`config.mk`:
```
export PLATFORM = sky130hd
export DESIGN_NAME = reorder_buffer_flat
export DESIGN_NICKNAME = d
export VERILOG_FILES = /design/src/rtl/reorder_buffer_pkg.sv /design/src/rtl/reorder_buffer_if.sv /design/src/rtl/reorder_buffer.sv /design/src/flat_wrapper.sv
export SDC_FILE = /design/constraint.sdc
export NUM_CORES = 2
export LEC_CHECK = 0
export CORE_UTILIZATION = 35
export DETAILED_ROUTE_END_ITERATION = 6
export HOLD_SLACK_MARGIN = 0.06
export PLACE_DENSITY_LB_ADDON = 0.05
export SYNTH_ARGS = -nofsm -noshare
export SYNTH_HDL_FRONTEND = slang
export SYNTH_SLANG_ARGS = --single-unit
```
`constraint.sdc`:
```
create_clock -name clk_in -period 3.93 [get_ports clk_in]
set_input_delay 0.5895 -clock clk_in [delete_from_list [all_inputs] [get_ports clk_in]]
set_output_delay 0.5895 -clock clk_in [all_outputs]
set_load 0.1 [all_outputs]
```
`src/rtl/reorder_buffer_pkg.sv`:
```
// Shared widths for the reorder buffer and its pipeline-facing interface.
package reorder_buffer_pkg;

  localparam int DEF_ROB_WIDTH = 4;
  localparam int DEF_REG_WIDTH = 32;
  localparam int RD_WIDTH      = 5;

  typedef logic [RD_WIDTH-1:0] rd_t;

endpackage

```
`src/rtl/reorder_buffer_if.sv`:
```
// Issue, write-back, operand-query and commit-broadcast signals of the reorder buffer.
interface reorder_buffer_if
  import reorder_buffer_pkg::*;
#(
  parameter int ROB_WIDTH = DEF_ROB_WIDTH,
  parameter int REG_WIDTH = DEF_REG_WIDTH
);

  logic                 issue;
  rd_t                  issue_rd;
  logic                 issue_is_branch;
  logic                 issue_pred_taken;
  logic [ROB_WIDTH-1:0] issue_tag;
  logic                 full;

  logic                 done_alu_1;
  logic                 done_alu_2;
  logic [REG_WIDTH-1:0] value_alu_1;
  logic [REG_WIDTH-1:0] value_alu_2;
  logic [ROB_WIDTH-1:0] tag_alu_1;
  logic [ROB_WIDTH-1:0] tag_alu_2;

  logic [ROB_WIDTH-1:0] query_tag_1;
  logic [ROB_WIDTH-1:0] query_tag_2;
  logic                 query_ready_1;
  logic                 query_ready_2;
  logic [REG_WIDTH-1:0] query_value_1;
  logic [REG_WIDTH-1:0] query_value_2;

  logic                 commit;
  logic [ROB_WIDTH-1:0] commit_tag;
  logic [REG_WIDTH-1:0] commit_value;
  rd_t                  commit_rd;
  logic                 clear_signal;

  modport slave (
    input  issue, issue_rd, issue_is_branch, issue_pred_taken,
    input  done_alu_1, done_alu_2, value_alu_1, value_alu_2, tag_alu_1, tag_alu_2,
    input  query_tag_1, query_tag_2,
    output issue_tag, full,
    output query_ready_1, query_ready_2, query_value_1, query_value_2,
    output commit, commit_tag, commit_value, commit_rd, clear_signal
  );

  modport master (
    output issue, issue_rd, issue_is_branch, issue_pred_taken,
    output done_alu_1, done_alu_2, value_alu_1, value_alu_2, tag_alu_1, tag_alu_2,
    output query_tag_1, query_tag_2,
    input  issue_tag, full,
    input  query_ready_1, query_ready_2, query_value_1, query_value_2,
    input  commit, commit_tag, commit_value, commit_rd, clear_signal
  );

endinterface

```
`src/rtl/reorder_buffer.sv`:
```
// Circular reorder buffer: allocates tags, collects ALU results, retires in order
// and flushes everything when a mispredicted branch retires.
module reorder_buffer
  import reorder_buffer_pkg::*;
#(
  parameter int ROB_WIDTH = DEF_ROB_WIDTH,
  parameter int ROB_SIZE  = 2 ** ROB_WIDTH,
  parameter int REG_WIDTH = DEF_REG_WIDTH
) (
  input  logic             clk_in,
  input  logic             rst_in,
  input  logic             rdy_in,
  reorder_buffer_if.slave  bus
);

  typedef logic [ROB_WIDTH-1:0] tag_t;

  localparam tag_t               LAST_IDX = tag_t'(ROB_SIZE - 1);
  localparam logic [ROB_WIDTH:0] SIZE_CNT = (ROB_WIDTH + 1)'(ROB_SIZE);

  logic [ROB_SIZE-1:0]  busy;
  logic [ROB_SIZE-1:0]  ready;
  logic [ROB_SIZE-1:0]  is_branch;
  logic [ROB_SIZE-1:0]  pred_taken;
  logic [REG_WIDTH-1:0] value [ROB_SIZE];
  rd_t                  rd    [ROB_SIZE];

  tag_t               head;
  tag_t               tail;
  logic [ROB_WIDTH:0] count;

  logic do_issue;
  logic do_commit;
  logic mispredict;
  logic wb1_hit;
  logic wb2_hit;

  function automatic tag_t next_idx(input tag_t idx);
    return (idx == LAST_IDX) ? '0 : idx + 1'b1;
  endfunction

  // Stored result first; otherwise forward a same-cycle write-back, port 1 before port 2.
  function automatic logic [REG_WIDTH:0] lookup(input tag_t t);
    logic [REG_WIDTH:0] res;
    res = {1'b0, value[t]};
    if (busy[t]) begin
      if (ready[t])
        res = {1'b1, value[t]};
      else if (bus.done_alu_1 && bus.tag_alu_1 == t)
        res = {1'b1, bus.value_alu_1};
      else if (bus.done_alu_2 && bus.tag_alu_2 == t)
        res = {1'b1, bus.value_alu_2};
    end
    return res;
  endfunction

  assign bus.full      = (count == SIZE_CNT);
  assign bus.issue_tag = tail;

  assign do_issue   = bus.issue && !bus.full;
  assign do_commit  = busy[head] && ready[head];
  assign mispredict = do_commit && is_branch[head] && (value[head][0] != pred_taken[head]);
  assign wb1_hit    = bus.done_alu_1 && busy[bus.tag_alu_1] && !ready[bus.tag_alu_1];
  assign wb2_hit    = bus.done_alu_2 && busy[bus.tag_alu_2] && !ready[bus.tag_alu_2];

  assign {bus.query_ready_1, bus.query_value_1} = lookup(bus.query_tag_1);
  assign {bus.query_ready_2, bus.query_value_2} = lookup(bus.query_tag_2);

  always_ff @(posedge clk_in or posedge rst_in) begin
    if (rst_in) begin
      busy             <= '0;
      ready            <= '0;
      head             <= '0;
      tail             <= '0;
      count            <= '0;
      bus.commit       <= 1'b0;
      bus.clear_signal <= 1'b0;
      bus.commit_tag   <= '0;
      bus.commit_value <= '0;
      bus.commit_rd    <= '0;
    end else if (rdy_in) begin
      bus.commit       <= do_commit;
      bus.clear_signal <= mispredict;
      if (do_commit) begin
        bus.commit_tag   <= head;
        bus.commit_value <= value[head];
        bus.commit_rd    <= is_branch[head] ? '0 : rd[head];
      end
      if (mispredict) begin
        busy  <= '0;
        ready <= '0;
        head  <= '0;
        tail  <= '0;
        count <= '0;
      end else begin
        // Port 2 is written first so a port 1 hit on the same tag overrides it.
        if (wb2_hit) ready[bus.tag_alu_2] <= 1'b1;
        if (wb1_hit) ready[bus.tag_alu_1] <= 1'b1;
        if (do_commit) begin
          busy[head]  <= 1'b0;
          ready[head] <= 1'b0;
          head        <= next_idx(head);
        end
        if (do_issue) begin
          busy[tail]  <= 1'b1;
          ready[tail] <= 1'b0;
          tail        <= next_idx(tail);
        end
        case ({do_issue, do_commit})
          2'b10:   count <= count + 1'b1;
          2'b01:   count <= count - 1'b1;
          default: count <= count;
        endcase
      end
    end
  end

  // Payload storage needs no reset: busy/ready gate every read of it.
  always_ff @(posedge clk_in) begin
    if (rdy_in && !mispredict) begin
      if (wb2_hit) value[bus.tag_alu_2] <= bus.value_alu_2;
      if (wb1_hit) value[bus.tag_alu_1] <= bus.value_alu_1;
      if (do_issue) begin
        rd[tail]         <= bus.issue_rd;
        is_branch[tail]  <= bus.issue_is_branch;
        pred_taken[tail] <= bus.issue_pred_taken;
      end
    end
  end

endmodule

```
`src/flat_wrapper.sv`:
```
// flat-port wrapper written by rule: the top's interface ports become plain ports
module reorder_buffer_flat import reorder_buffer_pkg::*;
#(
  parameter int ROB_WIDTH = DEF_ROB_WIDTH,
  parameter int ROB_SIZE  = 2 ** ROB_WIDTH,
  parameter int REG_WIDTH = DEF_REG_WIDTH
)
  (clk_in, rst_in, rdy_in, bus_issue, bus_issue_rd, bus_issue_is_branch, bus_issue_pred_taken, bus_done_alu_1, bus_done_alu_2, bus_value_alu_1, bus_value_alu_2, bus_tag_alu_1, bus_tag_alu_2, bus_query_tag_1, bus_query_tag_2, bus_issue_tag, bus_full, bus_query_ready_1, bus_query_ready_2, bus_query_value_1, bus_query_value_2, bus_commit, bus_commit_tag, bus_commit_value, bus_commit_rd, bus_clear_signal);
  reorder_buffer_if #(.ROB_WIDTH(ROB_WIDTH), .REG_WIDTH(REG_WIDTH)) bus_i ();
  input  logic clk_in;
  input  logic rst_in;
  input  logic rdy_in;
  input wire logic [$bits(bus_i.issue)-1:0] bus_issue;
  input wire logic [$bits(bus_i.issue_rd)-1:0] bus_issue_rd;
  input wire logic [$bits(bus_i.issue_is_branch)-1:0] bus_issue_is_branch;
  input wire logic [$bits(bus_i.issue_pred_taken)-1:0] bus_issue_pred_taken;
  input wire logic [$bits(bus_i.done_alu_1)-1:0] bus_done_alu_1;
  input wire logic [$bits(bus_i.done_alu_2)-1:0] bus_done_alu_2;
  input wire logic [$bits(bus_i.value_alu_1)-1:0] bus_value_alu_1;
  input wire logic [$bits(bus_i.value_alu_2)-1:0] bus_value_alu_2;
  input wire logic [$bits(bus_i.tag_alu_1)-1:0] bus_tag_alu_1;
  input wire logic [$bits(bus_i.tag_alu_2)-1:0] bus_tag_alu_2;
  input wire logic [$bits(bus_i.query_tag_1)-1:0] bus_query_tag_1;
  input wire logic [$bits(bus_i.query_tag_2)-1:0] bus_query_tag_2;
  output wire logic [$bits(bus_i.issue_tag)-1:0] bus_issue_tag;
  output wire logic [$bits(bus_i.full)-1:0] bus_full;
  output wire logic [$bits(bus_i.query_ready_1)-1:0] bus_query_ready_1;
  output wire logic [$bits(bus_i.query_ready_2)-1:0] bus_query_ready_2;
  output wire logic [$bits(bus_i.query_value_1)-1:0] bus_query_value_1;
  output wire logic [$bits(bus_i.query_value_2)-1:0] bus_query_value_2;
  output wire logic [$bits(bus_i.commit)-1:0] bus_commit;
  output wire logic [$bits(bus_i.commit_tag)-1:0] bus_commit_tag;
  output wire logic [$bits(bus_i.commit_value)-1:0] bus_commit_value;
  output wire logic [$bits(bus_i.commit_rd)-1:0] bus_commit_rd;
  output wire logic [$bits(bus_i.clear_signal)-1:0] bus_clear_signal;
  assign bus_i.issue = bus_issue;
  assign bus_i.issue_rd = bus_issue_rd;
  assign bus_i.issue_is_branch = bus_issue_is_branch;
  assign bus_i.issue_pred_taken = bus_issue_pred_taken;
  assign bus_i.done_alu_1 = bus_done_alu_1;
  assign bus_i.done_alu_2 = bus_done_alu_2;
  assign bus_i.value_alu_1 = bus_value_alu_1;
  assign bus_i.value_alu_2 = bus_value_alu_2;
  assign bus_i.tag_alu_1 = bus_tag_alu_1;
  assign bus_i.tag_alu_2 = bus_tag_alu_2;
  assign bus_i.query_tag_1 = bus_query_tag_1;
  assign bus_i.query_tag_2 = bus_query_tag_2;
  assign bus_issue_tag = bus_i.issue_tag;
  assign bus_full = bus_i.full;
  assign bus_query_ready_1 = bus_i.query_ready_1;
  assign bus_query_ready_2 = bus_i.query_ready_2;
  assign bus_query_value_1 = bus_i.query_value_1;
  assign bus_query_value_2 = bus_i.query_value_2;
  assign bus_commit = bus_i.commit;
  assign bus_commit_tag = bus_i.commit_tag;
  assign bus_commit_value = bus_i.commit_value;
  assign bus_commit_rd = bus_i.commit_rd;
  assign bus_clear_signal = bus_i.clear_signal;
  reorder_buffer #(.ROB_WIDTH(ROB_WIDTH), .ROB_SIZE(ROB_SIZE), .REG_WIDTH(REG_WIDTH)) u_core (.clk_in(clk_in), .rst_in(rst_in), .rdy_in(rdy_in), .bus(bus_i));
endmodule
```
; Word-level counts from Yosys, hierarchy flattened
; Memory sizes are Yosys's and may differ from the RTL's.
; Cells that the tools add are included.
[totals]
latch_bits = 0
regBits = 120
romBits = 0
memories = 2
in_bits = 93
mem_bits_rw = 592
[classes]
n_reduce_logical = 29
add_sub_neg = 4
bitwise = 8
magnitude_cmp = 10
mux = 76
shift = 0
eq_ne = 10
multipliers = 0
n_div = 0
[mem_list]
columns = name, depth, word_bits, rd, rd_clocked_by_memory_dff, write_ports, line_no
row1 = u_core.value, 16, 32, 3, 0, 2, reorder_buffer.sv:25  ; logic [REG_WIDTH-1:0] value [ROB_SIZE];
row2 = u_core.rd, 16, 5, 1, 0, 1, reorder_buffer.sv:26  ; rd_t rd [ROB_SIZE];
[op_table]
columns = operator, n
row1 = $mux W33, 8
row2 = $mux W16, 16
row3 = $and A16 B16 Y16, 3
row4 = $bmux W1 S4, 12
row5 = $or A16 B16 Y16, 3
row6 = $bwmux W16, 2
row7 = $not A16 Y16, 2
row8 = $lt A4 B5 Y1 const B, 6
row9 = $mux W1, 25
row10 = $mux W4, 6
row11 = $logic_and A1 B1 Y1, 17
row12 = $demux W1 S4, 4
row13 = $eq A4 B4 Y1, 4
row14 = $ge A4 B1 Y1 const B, 4
row15 = $mux W5, 2
row16 = $pmux W5 S2, 1
row17 = $reduce_and A2 Y1, 5
row18 = $add A4 B1 Y4 const B, 2
row19 = $eq A4 B4 Y1 const B, 2
row20 = $add A5 B1 Y5 const B, 1
row21 = $eq A5 B5 Y1 const B, 1
row22 = $sub A5 B1 Y5 const B, 1
row23 = $logic_not A1 Y1, 4
row24 = $reduce_bool A2 Y1, 2
row25 = 4 further kinds, 4

; Logic depth before layout (Yosys ltp)
[depth]
depth_word = 19
mapped_depth = 18

; Worst setup path after synthesis
; No wires, ideal clock.
[synth_path]
path_kind = input-to-output
from = in bus_tag_alu_1[1]
to = out bus_query_value_1[10]
cell_stages = 8
setup_slack_ps = -1340
arrival_ps = 4680
required_ps = 3340
path_buffers = 3
cell_sequence = buf_2 -> buf_1 -> xnor2_1 -> nand2_1 -> nor4_1 -> clkbuf_1 -> mux2i_1 -> o21ai_0
[synth_between]
elab_chain_len = 5
[synth_rtl]
columns = item, line_no
row1 = start: declaration, flat_wrapper.sv:21  ; input wire logic [$bits(bus_i.tag_alu_1)-1:0] bus_tag_alu_1;
row2 = $eq A4 B4 Y1, reorder_buffer.sv:49  ; else if (bus.done_alu_1 && bus.tag_alu_1 == t)
row3 = $logic_and A1 B1 Y1, reorder_buffer.sv:49
row4 = $mux W33, reorder_buffer.sv:49
row5 = $mux W33, reorder_buffer.sv:47  ; if (ready[t])
row6 = $mux W33, reorder_buffer.sv:46  ; if (busy[t]) begin
row7 = end: declaration, flat_wrapper.sv:29  ; output wire logic [$bits(bus_i.query_value_1)-1:0] bus_query_value_1;
; Every way passes these cells.

; Worst setup path after layout
[layout_path]
from = reg u_core.ready[8]
to = out bus_query_value_1[19]
[layout_between]
elab_chain_len = 4
[layout_rtl]
columns = item, line_no
row1 = start: declaration, reorder_buffer.sv:22  ; logic [ROB_SIZE-1:0] ready;
row2 = start signal: assignment, reorder_buffer.sv:72  ; ready <= '0;
row3 = start signal: assignment, reorder_buffer.sv:91  ; ready <= '0;
row4 = start signal: indexed assignment, reorder_buffer.sv:97  ; if (wb2_hit) ready[bus.tag_alu_2] <= 1'b1;
row5 = $bmux W1 S4, reorder_buffer.sv:47
row6 = $mux W1 (implied by the code), reorder_buffer.sv:47
row7 = $mux W33, reorder_buffer.sv:47
row8 = $mux W33, reorder_buffer.sv:46
; Every way passes these cells. The select of a mux whose other input is x is not followed.

==> flow_summary.yaml <==
run_status:
  status: "finished clean"
critical_path:
  critPathLaunchType: "flip-flop"
  crit_required_ns: 3.34
  endpoint_kind: "output pin"
  arrival_ns: 3.26
  path_class: "flip-flop to output pin"
  critPathMaxFanout: 7
power:
  p_seq_share_pct: 31.7
  power_density_nw_per_um2: 553
  power_mw: 29.9
  internal-power_mw: 18.6
  p_sw_mw: 11.4
  ir_worst_vdd_uv: 521
  p_leak_nw: 17.8
  combPwrFrac_pct: 41.1
  p_clk_share_pct: 27.2
  swShare_pct: 37.9
synth:
  synth_nets: 2837
  synth_edf_count: 624
  netlist_instances: 2731
  synth_ff_type: "edfxtp_1"
  ys_seq_area_share_pct: 47.0
  ys_ff_latch: 712
  postSynthAreaPerCell_sq_um: 16.3
  synth.distinct_cells: 65
  syn_area_sq_um: 44500
  yosysWarnings: 0
  synthArstFlopShare_pct: 12.4
global_route:
  grt_pass1_vias: 30054
  grt_max_degree: 90
  overflow: 0
  track_usage_pct: 25.8
  grt_pass1_wl_microns: 232000
  antenna_found_initial: 4
sta:
  setup_viol: 0
  drv_slew: 0
  fin_crit_sh_pct: 98.1
  relSlewSlack_pct: 25.2
  tightest_slew_ns: 1.12
  finalSetupTns_ns: 0
  hold_viol: 0
  finClkSkew_ns: 0.0384
  min_period_ns: 3.85
  fmax_ghz: 0.259
place:
  portBuffers: 206
  placed_area_sq_um: 50900
  place_inst: 4479
  dp_hpwl_microns: 102000
  gp_congestion: 0.876
final_layout:
  fill_cells: 11174
  register_area_sq_um: 21000
  fin_nets: 3035
  fin_util_pct: 43.0
  fin_area_sq_um: 54100
  area_growth_pct: 21.5
  stdcell_count: 4654
  drive_gt1_share_pct: 50.7
  multi_input_area_sq_um: 22900
routing:
  vias: 29023
  routedWlPerCell_microns: 35.7
  drt_iter0_drc: 2882
  via_per_inst: 6.24
  wl_microns: 166000
  drcViolationCount: 0
  first_pass_iters: 7
  ant_nets: 0
floorplan:
  dieArea_sq_um: 129000
  io_pins: 207
  initial_core_util_pct: 35.4
  core-area_sq_um: 126000
  die_x_microns: 359
  fp.dieH_microns: 359
  placementRows: 130
cts:
  path_clk_slew_ns: 0.06
  cts_tree: "built"
  cts.path.max_buffers: 3
  cts_htree_levels: 3
  cts_root_buf: "clkbuf_16"
  numCtsBuffers: 88
  cts_sinks: 712
  worstSkewPairLatency_ns: 0.67
hold_path:
  hp-class: "flip-flop to flip-flop"
run:
  max_cap_violations: 0
[cell families (layout without fill, tap and decap cells)]
logic type	Yosys count	after routing	synth area share, %
multiplexers	1163	1163	43.1
flip-flops	712	712	47.0
adder cells (fa/ha/maj)	13	13	0.382
other	0	1	0
AND/OR/NAND/NOR	289	289	3.16
XOR/XNOR	20	20	0.410
AO/OA/AOI/OAI	203	203	2.79
buffers and inverters	331	603	3.10
[layout make-up]
class	count	share of cell area, %
multi-input cells	1688	42.3
flip-flops and latches	712	38.8
repair buffers	402	9.60
clock buffers	113	4.48
well taps	1650	3.82
clock inverters	51	0.780
inverters	37	0.273
diodes	1	0.00463
[metrics by stage]
| stage | hold WS (ns) | setup WS (ns) |
|---|---|---|
| floorplan | 0.478 | -0.465 |
| global placement | 0.473 | -0.366 |
| detailed placement | 0.480 | -0.359 |
| CTS | 0.493 | -0.0131 |
| global route | 0.511 | -0.0181 |
| finish | 0.484 | 0.0758 |
[final timing paths]
path	startpoint	end	slack [ns]	cells past startpoint
setup / recovery	u_core.ready[8]	bus_query_value_1[19]	0.08	8
hold / removal	u_core.bus.commit_rd[0]	u_core.bus.commit_rd[0]	0.48	2
hold reg to reg	u_core.bus.commit_rd[0]	u_core.bus.commit_rd[0]	0.48	2
max in group asynchronous	rst_in	u_core.busy[3]	2.61	3
min in group asynchronous	rst_in	u_core.bus.commit_value[6]	0.50	2
setup reg to reg	u_core.head[0]	u_core.value[1][26]	0.10	9
[sequential cells by signal (all words and copies together), names as in the netlist]
name and count:
u_core.is_branch 16, u_core.bus.commit_rd 5, u_core.bus.issue_tag 4, u_core.head 4, u_core.rd 80, u_core.pred_taken 16, u_core.bus.commit_value 32, u_core.bus.commit 1
u_core.bus.commit_tag 4, u_core.count 5, u_core.bus.clear_signal 1, u_core.value 512, u_core.busy 16, u_core.ready 16
[synthesized netlist by cell type (7+ instances only)]
cell | number | area [sq um]
mux2_1 | 89 | 1000
o22ai_1 | 17 | 106
o21ai_0 | 84 | 420
clkbuf_1 | 189 | 709
and3_1 | 7 | 43.8
xor2_1 | 10 | 87.6
buf_1 | 37 | 139
mux4_2 | 549 | 12400
ha_1 | 12 | 150
mux2i_1 | 67 | 671
buf_2 | 50 | 250
nor3_1 | 15 | 75.1
a22oi_1 | 10 | 75.1
nand3_1 | 28 | 140
buf_4 | 16 | 120
dfrtp_1 | 88 | 2200
nand2_1 | 132 | 495
a21oi_1 | 34 | 170
nor2b_1 | 20 | 125
and2_1 | 11 | 68.8
nor2_1 | 41 | 154
inv_1 | 34 | 128
mux2_2 | 458 | 5160
xnor2_1 | 9 | 78.8
edfxtp_1 | 624 | 18700
a31oi_1 | 7 | 43.8
[timing repair]
item                       in CTS  in global routing
pin swaps                       2                  3
resized for setup              24                 23
buffers inserted                4                  4
hold buffers                    0                  0
setup endpoints to repair      63                110
cloned                          1                  2
[power by group through the flow]
stage	Sequential, mW	Combinational [mW]	Clock [mW]
after floorplan	11.0	6.61	0
after global placement	9.60	12.2	0
after detailed placement	9.63	12.2	0
after CTS	9.49	12.3	8.33
after global routing	9.57	12.9	8.57
final	9.50	12.3	8.14
[critical path: stages (launching register included)]
cell	delay [ns]
dfrtp_2	0.47
mux4_2	0.47
mux4_2	0.53
nor2b_4	0.18
nand2_8	0.16
buf_12	0.21
buf_4	0.18
o21ai_4	0.18
buf_12	0.19
[placed cells by master (no fill, tap or decap), types with 7 or more instances in the layout]
cell             instances
xnor2_1                  9
dfrtp_2                 15
edfxtp_1               624
bufinv_16                7
a22oi_1                 10
mux2_2                 458
o21ai_1                 12
nand2_1                127
buf_4                  119
clkbuf_1                17
nand3_1                 24
nor2_1                  33
o21ai_2                 31
clkinv_2                14
nor2_4                   8
clkbuf_16               94
o22ai_1                 17
nor3_1                  15
dfrtp_1                 70
ha_1                    11
nor2b_1                 16
inv_1                   32
clkinv_1                26
mux2i_1                 67
a21oi_1                 34
o21ai_4                 24
buf_12                 139
a31oi_1                  7
mux2_1                  89
mux4_2                 549
xor2_1                  10
clkdlybuf4s50_1        131
nor3_4                   7
o21ai_0                 20
and3_1                   7
[metal layers]
layer	wire, microns	track usage, %	share of wire (%)	up-vias
li1	-	-	-	11772
met1	69700	35.5	42	15714
met2	78900	41.1	47	1270
met3	11800	4.80	7.1	261
met4	5890	8.60	3.5	6
met5	36	0	0.022	-
Note: power is estimated with default switching activity, not from simulation.
